==> config.mk <==
export PLATFORM = sky130hd
export DESIGN_NAME = writeback_stage
export DESIGN_NICKNAME = d
export VERILOG_FILES = /design/src/rtl/writeback_stage.sv
export SDC_FILE = /design/constraint.sdc
export NUM_CORES = 1
export LEC_CHECK = 0
export BUFFER_PORTS_ARGS = -buffer_cell sky130_fd_sc_hd__buf_4
export CAP_MARGIN = 20
export CORE_MARGIN = 2
export CORE_UTILIZATION = 35
export CTS_BUF_LIST = sky130_fd_sc_hd__clkbuf_16
export CTS_CLUSTER_DIAMETER = 30
export DETAILED_ROUTE_END_ITERATION = 12
export GPL_TIMING_DRIVEN = 0
export PLACE_DENSITY = 0.63
export SYNTH_ARGS = -nofsm -noshare
export SYNTH_HDL_FRONTEND = slang
export SYNTH_SLANG_ARGS = --single-unit
==> constraint.sdc <==
create_clock -name clk -period 9.55 [get_ports clk]
set_clock_uncertainty 0.15 [all_clocks]
set_input_delay 0.955 -clock clk [delete_from_list [all_inputs] [get_ports clk]]
set_output_delay 0.955 -clock clk [all_outputs]
set_load 0.02 [all_outputs]
==> src/rtl/writeback_stage.sv <==
// MEM/WB pipeline register and writeback mux for the RISC-V core.
// Handles load extraction, the register-file write port, forwarding taps, the retire counter and the sticky load-fault flag.
module writeback_stage #(
    parameter int CNT_W    = 32,
    parameter bit X0_GUARD = 1'b1
) (
    input  logic             clk,
    input  logic             rst,
    input  logic             mem_valid,
    input  logic             mem_reg_write,
    input  logic [4:0]       mem_rd,
    input  logic [1:0]       mem_result_src,
    input  logic [2:0]       mem_funct3,
    input  logic [31:0]      mem_alu_result,
    input  logic [31:0]      mem_read_data,
    input  logic [31:0]      mem_pc_plus4,
    input  logic             stall_wb,
    input  logic             flush_wb,
    input  logic             fault_clr,
    output logic [4:0]       rf_a3,
    output logic [31:0]      rf_wd3,
    output logic             rf_we3,
    output logic             fwd_valid,
    output logic [4:0]       fwd_rd,
    output logic [31:0]      fwd_data,
    output logic [CNT_W-1:0] retire_count,
    output logic             load_fault,
    output logic [31:0]      fault_addr
);

    logic             wb_valid_q, wb_valid_d;
    logic             wb_reg_write_q, wb_reg_write_d;
    logic [4:0]       wb_rd_q, wb_rd_d;
    logic [1:0]       wb_result_src_q, wb_result_src_d;
    logic [2:0]       wb_funct3_q, wb_funct3_d;
    logic [31:0]      wb_alu_result_q, wb_alu_result_d;
    logic [31:0]      wb_read_data_q, wb_read_data_d;
    logic [31:0]      wb_pc_plus4_q, wb_pc_plus4_d;
    logic [CNT_W-1:0] retire_q, retire_d;
    logic             load_fault_q, load_fault_d;
    logic [31:0]      fault_addr_q, fault_addr_d;

    logic [1:0]  off;
    logic [7:0]  ld_byte;
    logic [15:0] ld_half;
    logic [31:0] ld_val;
    logic        fault_cond;
    logic        fault;
    logic [31:0] wd_mux;
    logic        we;

    always_comb begin
        wb_valid_d      = wb_valid_q;
        wb_reg_write_d  = wb_reg_write_q;
        wb_rd_d         = wb_rd_q;
        wb_result_src_d = wb_result_src_q;
        wb_funct3_d     = wb_funct3_q;
        wb_alu_result_d = wb_alu_result_q;
        wb_read_data_d  = wb_read_data_q;
        wb_pc_plus4_d   = wb_pc_plus4_q;
        if (flush_wb) begin
            wb_valid_d = 1'b0;
        end else if (!stall_wb) begin
            wb_valid_d      = mem_valid;
            wb_reg_write_d  = mem_reg_write;
            wb_rd_d         = mem_rd;
            wb_result_src_d = mem_result_src;
            wb_funct3_d     = mem_funct3;
            wb_alu_result_d = mem_alu_result;
            wb_read_data_d  = mem_read_data;
            wb_pc_plus4_d   = mem_pc_plus4;
        end
    end

    always_comb begin
        off     = wb_alu_result_q[1:0];
        ld_byte = 8'(wb_read_data_q >> {off, 3'b000});
        ld_half = off[1] ? wb_read_data_q[31:16] : wb_read_data_q[15:0];
        ld_val  = wb_read_data_q;
        fault_cond = 1'b1;
        case (wb_funct3_q)
            3'b000: begin ld_val = {{24{ld_byte[7]}}, ld_byte}; fault_cond = 1'b0;       end
            3'b100: begin ld_val = {24'd0, ld_byte};            fault_cond = 1'b0;       end
            3'b001: begin ld_val = {{16{ld_half[15]}}, ld_half}; fault_cond = off[0];    end
            3'b101: begin ld_val = {16'd0, ld_half};            fault_cond = off[0];     end
            3'b010: begin ld_val = wb_read_data_q;              fault_cond = (off != 2'd0); end
            default: begin ld_val = wb_read_data_q;             fault_cond = 1'b1;       end
        endcase
        fault = wb_valid_q && (wb_result_src_q == 2'b01) && fault_cond;

        case (wb_result_src_q)
            2'b01:   wd_mux = ld_val;
            2'b10:   wd_mux = wb_pc_plus4_q;
            default: wd_mux = wb_alu_result_q;
        endcase
        we = wb_valid_q && wb_reg_write_q && !fault && !(X0_GUARD && (wb_rd_q == 5'd0));
    end

    // A new fault in the same cycle as a clear re-arms the flag with the new address.
    always_comb begin
        retire_d     = retire_q;
        load_fault_d = load_fault_q;
        fault_addr_d = fault_addr_q;
        if (wb_valid_q && !stall_wb && !flush_wb)
            retire_d = retire_q + {{(CNT_W-1){1'b0}}, 1'b1};
        if (fault && !stall_wb) begin
            load_fault_d = 1'b1;
            if (!load_fault_q || fault_clr)
                fault_addr_d = wb_alu_result_q;
        end else if (fault_clr) begin
            load_fault_d = 1'b0;
            fault_addr_d = 32'd0;
        end
    end

    always_ff @(posedge clk or posedge rst) begin
        if (rst) begin
            wb_valid_q      <= 1'b0;
            wb_reg_write_q  <= 1'b0;
            wb_rd_q         <= 5'd0;
            wb_result_src_q <= 2'd0;
            wb_funct3_q     <= 3'd0;
            wb_alu_result_q <= 32'd0;
            wb_read_data_q  <= 32'd0;
            wb_pc_plus4_q   <= 32'd0;
            retire_q        <= '0;
            load_fault_q    <= 1'b0;
            fault_addr_q    <= 32'd0;
        end else begin
            wb_valid_q      <= wb_valid_d;
            wb_reg_write_q  <= wb_reg_write_d;
            wb_rd_q         <= wb_rd_d;
            wb_result_src_q <= wb_result_src_d;
            wb_funct3_q     <= wb_funct3_d;
            wb_alu_result_q <= wb_alu_result_d;
            wb_read_data_q  <= wb_read_data_d;
            wb_pc_plus4_q   <= wb_pc_plus4_d;
            retire_q        <= retire_d;
            load_fault_q    <= load_fault_d;
            fault_addr_q    <= fault_addr_d;
        end
    end

    assign rf_a3        = wb_rd_q;
    assign rf_wd3       = wd_mux;
    assign rf_we3       = we;
    assign fwd_valid    = we;
    assign fwd_rd       = wb_rd_q;
    assign fwd_data     = wd_mux;
    assign retire_count = retire_q;
    assign load_fault   = load_fault_q;
    assign fault_addr   = fault_addr_q;

endmodule

# --- Word-level counts from Yosys, hierarchy flattened ---
# Cells that the tools add are included.
# W data, S select, Z words.
classes:
  shifts: 1
  addsub: 1
  bitwise: 2
  n_div: 0
  muxes: 11
  n_reduce_logical: 22
  n_mul: 0
  magnitude_cmp: 0
  n_eq_ne: 8
op_table:
  columns: ["operator", "n"]
  rows:
  - ["$pmux W32 S4", 1]
  - ["$mux W32", 3]
  - ["$pmux W32 S2", 1]
  - ["$add A32 B1 Y32 const B", 1]
  - ["$shr A32 B5 Y8", 1]
  - ["$mux W16", 1]
  - ["$logic_and A1 B1 Y1", 8]
  - ["$eq A3 B3 Y1 const B", 2]
  - ["$logic_not A1 Y1", 5]
  - ["$logic_not A5 Y1", 1]
  - ["$mux W1", 4]
  - ["$ne A2 B1 Y1 const B", 2]
  - ["$reduce_and A2 Y1", 2]
  - ["$reduce_bool A2 Y1", 2]
  - ["$reduce_or A2 Y1", 2]
  - ["$eq A3 B1 Y1 const B", 1]
  - ["$eq A3 B2 Y1 const B", 1]
  - ["$logic_not A3 Y1", 1]
  - ["$pmux W1 S3", 1]
  - ["$eq A2 B1 Y1 const B", 1]
  - ["$eq A2 B2 Y1 const B", 1]
  - ["$not A1 Y1", 2]
  - ["$logic_or A1 B1 Y1", 1]
totals:
  regBits: 173
  input_bits: 113
  latch_bits: 0
  memories: 0
  elab_cells: 56
  ramBits: 0
  rom_bits: 0

# --- Longest topological paths before layout ---
# Gate-level depths: netlist of the first run.
logic_depth:
  word_depth: 7
  mapped_depth: 8

# --- Worst setup path before layout of the first run ---
# No wires, ideal clock.
synth_path:
  path_type: "register to output"
  start: "register wb_result_src_q[0]"
  end: "output rf_wd3[16]"
  path_buffers: 3
  path_slack_ns: 6.377
  path_stages_with_launch: 8
  arrival_time_ns: 2.068
  required_time_ns: 8.445
  cell_sequence: "dfrtp_1 > inv_1 > ha_1 > inv_1 > clkbuf_1 > clkbuf_1 > a2bb2oi_1 > buf_4"
synth_between:
  elab_chain_cells: 2
  word_cells_on_any_way: 3
synth_lines:
  columns: ["item", "line_no", "rtl"]
  rows:
  - ["from (decl)", "34", "logic [1:0] wb_result_src_q, wb_result_src_d;"]
  - ["from (signal assigned)", "133", "wb_result_src_q <= wb_result_src_d;"]
  - ["$eq A2 B2 Y1 / $eq A2 B1 Y1 (equally long branches)", "91", "case (wb_result_src_q)"]
  - ["$pmux W32 S2 *", "91", null]
  - ["to (decl)", "21", "output logic [31:0] rf_wd3,"]
# Mark *: on every way between the ends. The rest lies on a longest branch, timed or not.

# --- Final worst setup path of the first run ---
# Ends and elaborated chain as after synthesis.

==> flow_summary.ini, run 1 <==
[sta]
fmax_ghz = 0.238
tns_ns = 0
period_share = 0.440
worst_slew_pin_slew_ns = 0.878
drv_slew = 0
slew_headroom = 0.412
rsz0062_at_grt = false
hold_viol = 0
min_period_ns = 4.21
setup_viol = 0

[drt]
num_vias = 6359
drt_iter0_drc = 316
firstDrtPassIters = 5
wl_per_cell_um = 19.3
postRouteAntennaNets = 0
drt-total-wl_um = 24400
drc_errors = 0
via_per_inst = 5.01

[global_route]
grt_usage = 0.201
antenna_found_initial = 0
grt_pass1_wl_um = 37300
gr-total-overflow = 0
grt_pass1_vias = 6441
grt_max_degree = 91

[clock_network]
cts_tree = done
clk_pin_slew_ns = 0.07
cts_buffer_depth = 2
clock_latency_ns = 0.43
ctsResizeCount = 0
cts_setup_buffers = 0
h-tree-depth = 4
cts_num_sinks = 173
cts_hold_buf = 0
cts_buffers = 17
root_buffer = clkbuf_16

[synth]
synth_seq_cells = 173
ys.flop_type = dfrtp_1
ys_types = 48
synth_top_cell_area_share = 0.530
synth_top_area_cell = dfrtp_1
synth-async-reset-ratio = 1.00
synth-warning-count = 0
synth_area_leaders = dfrtp_1, mux2_2, buf_4
syn_area_um2 = 8160
synth.net_count = 786
yosysSeqAreaShare = 0.530
synth_edf_count = 0
syn_avg_cell_area_um2 = 12.2
synth_cells = 670

[cells_and_area]
nNetsFinal = 1059
n_fill_cell = 2135
final_cell_mix = buf_4, dfrtp_1, mux2_2, nand2_1, a22o_1
layout.cells.non_filler = 1269
syn2layout_area_growth_pct = 35.9
final_area_um2 = 11100
drive_gt1_frac = 0.472
layout_commonest_cell = buf_4
n_antenna_cell = 0

[pwr]
finalPower_mw = 2.33
p_leak_nw = 5.20
power_density_nw_per_um2 = 210
ir_drop_uv = 115

[placement]
placed_cells = 1237
dp_hpwl_um = 18600
portBuffers = 253
gp_congestion = 0.845
placed_area_um2 = 10500

[worst_setup_path]
r2r_cells = 7
cp.arrival_ns = 3.10
cp-end-kind = output pin
worstPathRequired_ns = 8.45
cp-start-kind = flip-flop
path_class = reg -> out
path_max_fanout = 10
reg2reg_setup_slack_ns = 7.23

[run_status]
status = completed

[die]
dieHeight_um = 157
initial_core_util = 0.358
coreArea_um2 = 22800
io_pins = 254
die_w_um = 157
fp-row-count = 55
fp.dieArea_um2 = 24600

[run]
maxCapViolCount = 0

[worst_hold_path]
hold_path_class = reg -> reg
hold_depth = 1
-- report_power, final --
group	switching (mW)	leakage [nW]	internal (mW)	total (mW)
clock network	0.320	0.297	0.396	0.716
registers	0.0741	2.18	0.808	0.882
logic	0.376	2.72	0.351	0.727
total	0.770	5.20	1.55	2.33
-- path summary, 6_finish.rpt --
kind,start,end
worst max-delay path,wb_result_src_q[0],rf_wd3[16]
worst min register to register,retire_count[31],retire_count[31]
max in group asynchronous,rst,wb_alu_result_q[31]
min in group asynchronous,rst,wb_pc_plus4_q[8]
worst max register to register,wb_result_src_q[1],fault_addr[10]
worst min-delay path,retire_count[31],retire_count[31]
-- kinds of logic after synthesis --
family | after synthesis | share of synthesized area
mux | 114 | 0.157
flops | 173 | 0.530
buf+inv | 91 | 0.0653
compound gates | 135 | 0.124
fa+ha+maj | 3 | 0.00460
xor+xnor | 31 | 0.0333
simple gates | 123 | 0.0857
-- Yosys cell counts, drive strengths merged (16+ instances only) --
master	instances
buf	54
nand4	17
nor2	16
o21ai	22
clkbuf	25
a2bb2oi	17
mux2	103
dfrtp	173
xnor2	27
nand2	36
a22o	32
a22oi	18
-- final cells by class --
cell class                 count  area, um2  area share
clock buffer                  17        425      0.0384
inverter                      12       52.6     0.00474
tap                          313        392      0.0353
timing repair buffer         254       1930       0.174
buffer                        79        488      0.0440
clock inverter                15        178      0.0160
sequential                   173       4330       0.390
multi-input combinational    406       3300       0.298
-- metrics by stage --
step	worst slack (ns)	util	hold WS [ns]
floorplan	3.76	-	0.323
global placement	1.50	0.459	0.312
detailed placement	5.81	0.460	0.316
CTS	5.35	0.487	0.328
global route	5.22	0.487	0.354
finish	5.34	0.487	0.321
-- worst max-delay path: stages (launching register included) --
cell and delay [ns]:
dfrtp_1 0.36, inv_1 0.06, ha_1 0.38, inv_1 0.10, clkbuf_1 0.50, clkbuf_1 0.54, a2bb2oi_1 0.42, buf_4 0.17
buf_4 0.13
-- sequential cells by signal (all words and copies together) (netlist names) --
name,flops
fault_addr,32
retire_count,32
wb_alu_result_q,32
wb_pc_plus4_q,32
wb_read_data_q,32
fwd_rd,5
wb_funct3_q,3
wb_result_src_q,2
load_fault,1
wb_reg_write_q,1
wb_valid_q,1
-- per-layer routing --
metal	up-vias	share of wire	track usage
li1	2967	-	-
met1	3164	0.43	0.263
met2	213	0.49	0.334
met4	0	0.011	0.0415
met5	-	0	0
met3	15	0.071	0.0551
Power figures use the tool's default switching activity.
==> run 2: changes to the inputs <==
- clock period: 9.55 -> 4.3 ns (I/O delays scaled with it)
==> run 2 against run 1 <==
  * Utilization rose by 0.17 points
  * Die area did not move
  * Sequential power rose by 120%
  * Sequential cell count did not move
  * Cell count rose by 0.32%
  * Cell area rose by 0.35%
  * Hold slack got worse by 0.28 ns
  * Wire length rose by 0.10%
  * Largest cell class unchanged
  * Largest power group unchanged
==> flow_summary.ini, run 2 (synthesis gave the netlist of run 1 again) <==
[run]
maxCapViolCount = 0

[cells_and_area]
syn2layout_area_growth_pct = 36.4
n_fill_cell = 2073
layout.cells.non_filler = 1273
final_cell_mix = buf_4, dfrtp_1, mux2_2, nand2_1, a22o_1
regArea_um2 = 4330
nNetsFinal = 1063
layout_commonest_cell = buf_4
multi_input_area_um2 = 3300
fin_util = 0.489
n_antenna_cell = 0
drive_gt1_frac = 0.475
final_area_um2 = 11100

[worst_setup_path]
r2r_cells = 7
max_stage_delay_ns = 0.55
cp_slowest_cell = clkbuf_1
reg2reg_to = fault_addr[10]
worstPathCellList = inv_1, ha_1, inv_1, clkbuf_1, clkbuf_1, a2bb2oi_1, buf_4, buf_4
cp-end-kind = output pin
reg2reg_setup_slack_ns = 1.94
path_class = reg -> out
worstPathRequired_ns = 3.72
path_max_fanout = 10
cp.arrival_ns = 3.06
cp-start-kind = flip-flop
worstReg2RegStart = wb_result_src_q[1]

[placement]
portBuffers = 253
placed_cells = 1240
placed_area_um2 = 10500
dp_hpwl_um = 18800
gp_congestion = 0.863

[pwr]
power_density_nw_per_um2 = 459
ir_drop_uv = 255
p_leak_nw = 5.20

[global_route]
grt_pass1_wl_um = 37000
grt_pass1_vias = 6479
gr-total-overflow = 0
grt_usage = 0.200
met3_usage = 0.0496
antenna_found_initial = 0
grt.met1_usage = 0.261
grt_max_degree = 42
grtUsageMet2 = 0.328
grt_busiest_layer = met2

[sta]
setup_viol = 0
rsz0062_at_grt = false
drv_slew = 0
hold_viol = 0
slew_headroom = 0.420
worst_slew_pin_slew_ns = 0.866
fmax_ghz = 0.275
tns_ns = 0
hold_ws_ns = 0.0423
period_share = 0.846
min_period_ns = 3.64

[run_status]
status = completed

[die]
initial_core_util = 0.358
dieHeight_um = 157
coreArea_um2 = 22800
fp-row-count = 55
die_w_um = 157
fp.dieArea_um2 = 24600
io_pins = 254

[drt]
firstDrtPassIters = 5
via_per_inst = 5.08
postRouteAntennaNets = 0
wl_per_cell_um = 19.2
num_vias = 6462
drc_errors = 0
drt-total-wl_um = 24500
drt_iter0_drc = 328

[clock_network]
cts_buffers = 17
cts_buffer_depth = 2
cts_tree = done
cts_num_sinks = 173
clock_latency_ns = 0.42
cts_setup_buffers = 0
h-tree-depth = 4
clk_pin_slew_ns = 0.07
root_buffer = clkbuf_16

[worst_hold_path]
hold_depth = 2
min_from = flush_wb
whs_endpoint = wb_valid_q
hold_path_class = in -> reg
## run 2: cell count changes in the layout (fill, tap and decap cells not counted)
cell / before / now
clkinv_2: 0 / 2
inv_6: 5 / 2
dlygate4sd3_1: 0 / 1
clkinv_1: 1 / 0
clkinvlp_4: 1 / 5
inv_1: 12 / 11
buf_12: 0 / 4
buf_16: 1 / 0
bufinv_16: 2 / 1
## run 2: area by class of cell
class | count | area share
sequential | 173 | 0.389
multi-input combinational | 406 | 0.297
timing repair buffer | 258 | 0.179
buffer | 79 | 0.0438
clock buffer | 17 | 0.0382
tap | 313 | 0.0352
clock inverter | 15 | 0.0142
inverter | 12 | 0.00438
## run 2: critical path: cells and delay by family, from the launching register on
| kind | cells | cell delay [ns] |
|---|---|---|
| AOI/OAI and AO/OA | 1 | 0.38 |
| adders and majority gates | 1 | 0.38 |
| buffers and inverters | 6 | 1.51 |
| DFF | 1 | 0.36 |
## run 2: worst max-delay path by stage
stage	from	end	slack, ns	cells past startpoint
final	wb_result_src_q[0]	rf_wd3[6]	0.66	8
after detailed placement	wb_result_src_q[0]	rf_wd3[6]	1.11	8
after floorplan	rst	fault_addr[0]	1.51	1
after global routing	wb_result_src_q[0]	rf_wd3[6]	0.49	8
after CTS	wb_result_src_q[0]	rf_wd3[6]	0.65	8
after global placement	rst	fault_addr[16]	0.32	2
## run 2: repair_timing
| item | CTS | global route |
|---|---|---|
| gates resized for setup | 0 | 0 |
| hold endpoints to repair | 29 | 0 |
| hold buffers | 1 | 0 |
## run 2: per-stage QoR
stage | power [mW] | worst slack (ns)
6_report | 5.11 | 0.661
3_5_place_dp | 3.62 | 1.11
5_1_grt | 5.35 | 0.492
4_1_cts | 5.16 | 0.652
2_1_floorplan | 2.94 | 1.51
3_3_place_gp | 3.59 | 0.316
## run 2: per-layer routing
layer	wire, um	vias to the layer above	part of all wire
met2	11700	230	0.48
met3	1560	27	0.064
met1	10700	3228	0.44
li1	-	2977	-
met5	0	-	0
met4	456	0	0.019
## run 2: report_power, final
part,leakage (nW),internal [mW],switching (mW),total [mW]
clock network,0.276,0.820,0.705,1.52
registers,2.18,1.79,0.162,1.96
logic,2.75,0.785,0.843,1.63
total,5.20,3.40,1.71,5.11
==> run 3: changes to the inputs <==
- clock period: 4.3 -> 3.4 ns (I/O delays scaled with it)
==> run 3 against run 2 <==
  * Worst setup slack worse by 0.48 ns
  * Sequential share of layout area down 3.3 points
  * First-iteration DRC count down 0.91%
  * Non-clock buffer count up 101
  * Die area unchanged
  * Clock power up 28%
  * Register-to-register slack worse by 0.90 ns
  * Critical path depth up 1
  * Hold slack worse by 0.031 ns
  * Utilization up 4.6 points
==> flow_summary.ini, run 3 (synthesis gave the netlist of run 1 again) <==
[run_status]
status = completed

[drt]
firstDrtPassIters = 4
via_per_inst = 4.99
num_vias = 6855
drc_errors = 0
postRouteAntennaNets = 0
drt-total-wl_um = 25500
drt_iter0_drc = 325
wl_per_cell_um = 18.6

[global_route]
antenna_found_initial = 1
grt_usage = 0.209
grt_max_degree = 42
gr-total-overflow = 0
grt_pass1_vias = 6947
grt_pass1_wl_um = 39000

[sta]
rsz0062_at_grt = false
worst_slew_pin_slew_ns = 0.754
min_period_ns = 3.22
fmax_ghz = 0.310
drv_slew = 0
setup_viol = 0
period_share = 0.948
slew_headroom = 0.497
hold_viol = 0

[pwr]
pwr-share-seq = 0.376
pwr-share-comb = 0.330
p_leak_nw = 5.64
clockPowerShare = 0.294
internal-power_mw = 4.38
switchingPower_mw = 2.21
swShare = 0.335
power_density_nw_per_um2 = 541
ir_drop_uv = 329

[cells_and_area]
layout.cells.non_filler = 1375
final_cell_mix = buf_4, dfrtp_1, mux2_2, dlygate4sd3_1, nand2_1
fin_util = 0.534
syn2layout_area_growth_pct = 49.1
layout_commonest_cell = buf_4
final_area_um2 = 12200
drive_gt1_frac = 0.435
nNetsFinal = 1164

[die]
coreArea_um2 = 22800
die_w_um = 157
dieHeight_um = 157
io_pins = 254
fp.dieArea_um2 = 24600
initial_core_util = 0.358
fp-row-count = 55

[worst_hold_path]
min_from = mem_read_data[15]
hold_path_class = in -> reg

[clock_network]
h-tree-depth = 4
clock_latency_ns = 0.43
cts_buffers = 17
clk_pin_slew_ns = 0.07
cts_num_sinks = 173
cts_setup_buffers = 0
cts_buffer_depth = 2
root_buffer = clkbuf_16
cts_tree = done

[worst_setup_path]
cp-start-kind = flip-flop
worstPathRequired_ns = 2.91
crit_start = wb_result_src_q[1]
path_class = reg -> out
path_max_fanout = 10
cp.arrival_ns = 2.73
worstReg2RegStart = wb_result_src_q[1]
cp-end-kind = output pin

[placement]
placed_cells = 1240
gp_congestion = 0.863
portBuffers = 253
placed_area_um2 = 10500
dp_hpwl_um = 18800

[run]
maxCapViolCount = 0
## run 3: cell count changes in the layout (fill, tap and decap cells not counted), sizes merged
| cell | previous run | this run |
|---|---|---|
| clkbuf | 42 | 41 |
| dlygate4sd3 | 1 | 103 |
| diode | 0 | 1 |
## run 3: worst paths after layout
path / endpoint / slack (ns) / cells past startpoint
worst min-delay path: wb_read_data_q[15] / 0.01 / 2
worst max-delay path: rf_wd3[18] / 0.18 / 9
min in group asynchronous: wb_alu_result_q[10] / 0.45 / 3
worst min register to register: retire_count[31] / 0.32 / 1
max in group asynchronous: retire_count[4] / 1.75 / 5
worst max register to register: fault_addr[10] / 1.04 / 7
## run 3: per-stage QoR
stage	worst slack [ns]	setup TNS, ns	hold slack (ns)	total power [mW]
after floorplan	0.699	0	0.256	3.71
after global placement	-0.494	-83.17	0.312	4.54
after detailed placement	0.297	0	0.315	4.58
after CTS	0.00291	0	0.000266	6.62
after global routing	0.00148	0	0.000729	6.88
final	0.176	0	0.0114	6.59
## run 3: worst max-delay path, cell delays in order (launching register included)
cell	delay, ns
dfrtp_1	0.39
inv_1	0.07
ha_1	0.30
and2_1	0.17
clkbuf_1	0.33
clkbuf_2	0.32
a22oi_1	0.13
a2bb2oi_1	0.30
buf_4	0.17
buf_4	0.13
## run 3: timing repair
action / in CTS / in global routing
cloned: 0 / 0
endpoints found under the hold margin: 129 / 1
hold buffers: 102 / 1
setup endpoints to repair: 14 / 24
gates resized for setup: 2 / 9
## run 3: metal layers
metal	global-route usage	up-vias	wire [um]
li1	-	3174	-
met1	0.273	3425	11200
met2	0.350	228	12500
met3	0.0388	28	1290
met4	0.0690	0	512
met5	0	-	0
## run 3: power groups by stage
stage,clock network (mW),registers (mW),logic [mW]
6_report,1.94,2.47,2.18
5_1_grt,2.06,2.50,2.32
4_1_cts,1.98,2.47,2.18
3_5_place_dp,0,2.51,2.07
3_3_place_gp,0,2.51,2.03
2_1_floorplan,0,2.47,1.24
## run 3: area by class of cell
cell class | count | area (um2)
Antenna cell | 1 | 2.50
Buffer | 78 | 490
Clock buffer | 17 | 425
Clock inverter | 15 | 158
Fill cell | 1970 | 10600
Inverter | 12 | 48.8
Multi-Input combinational cell | 406 | 3320
Sequential cell | 173 | 4330
Tap cell | 313 | 392
Timing Repair Buffer | 360 | 3010
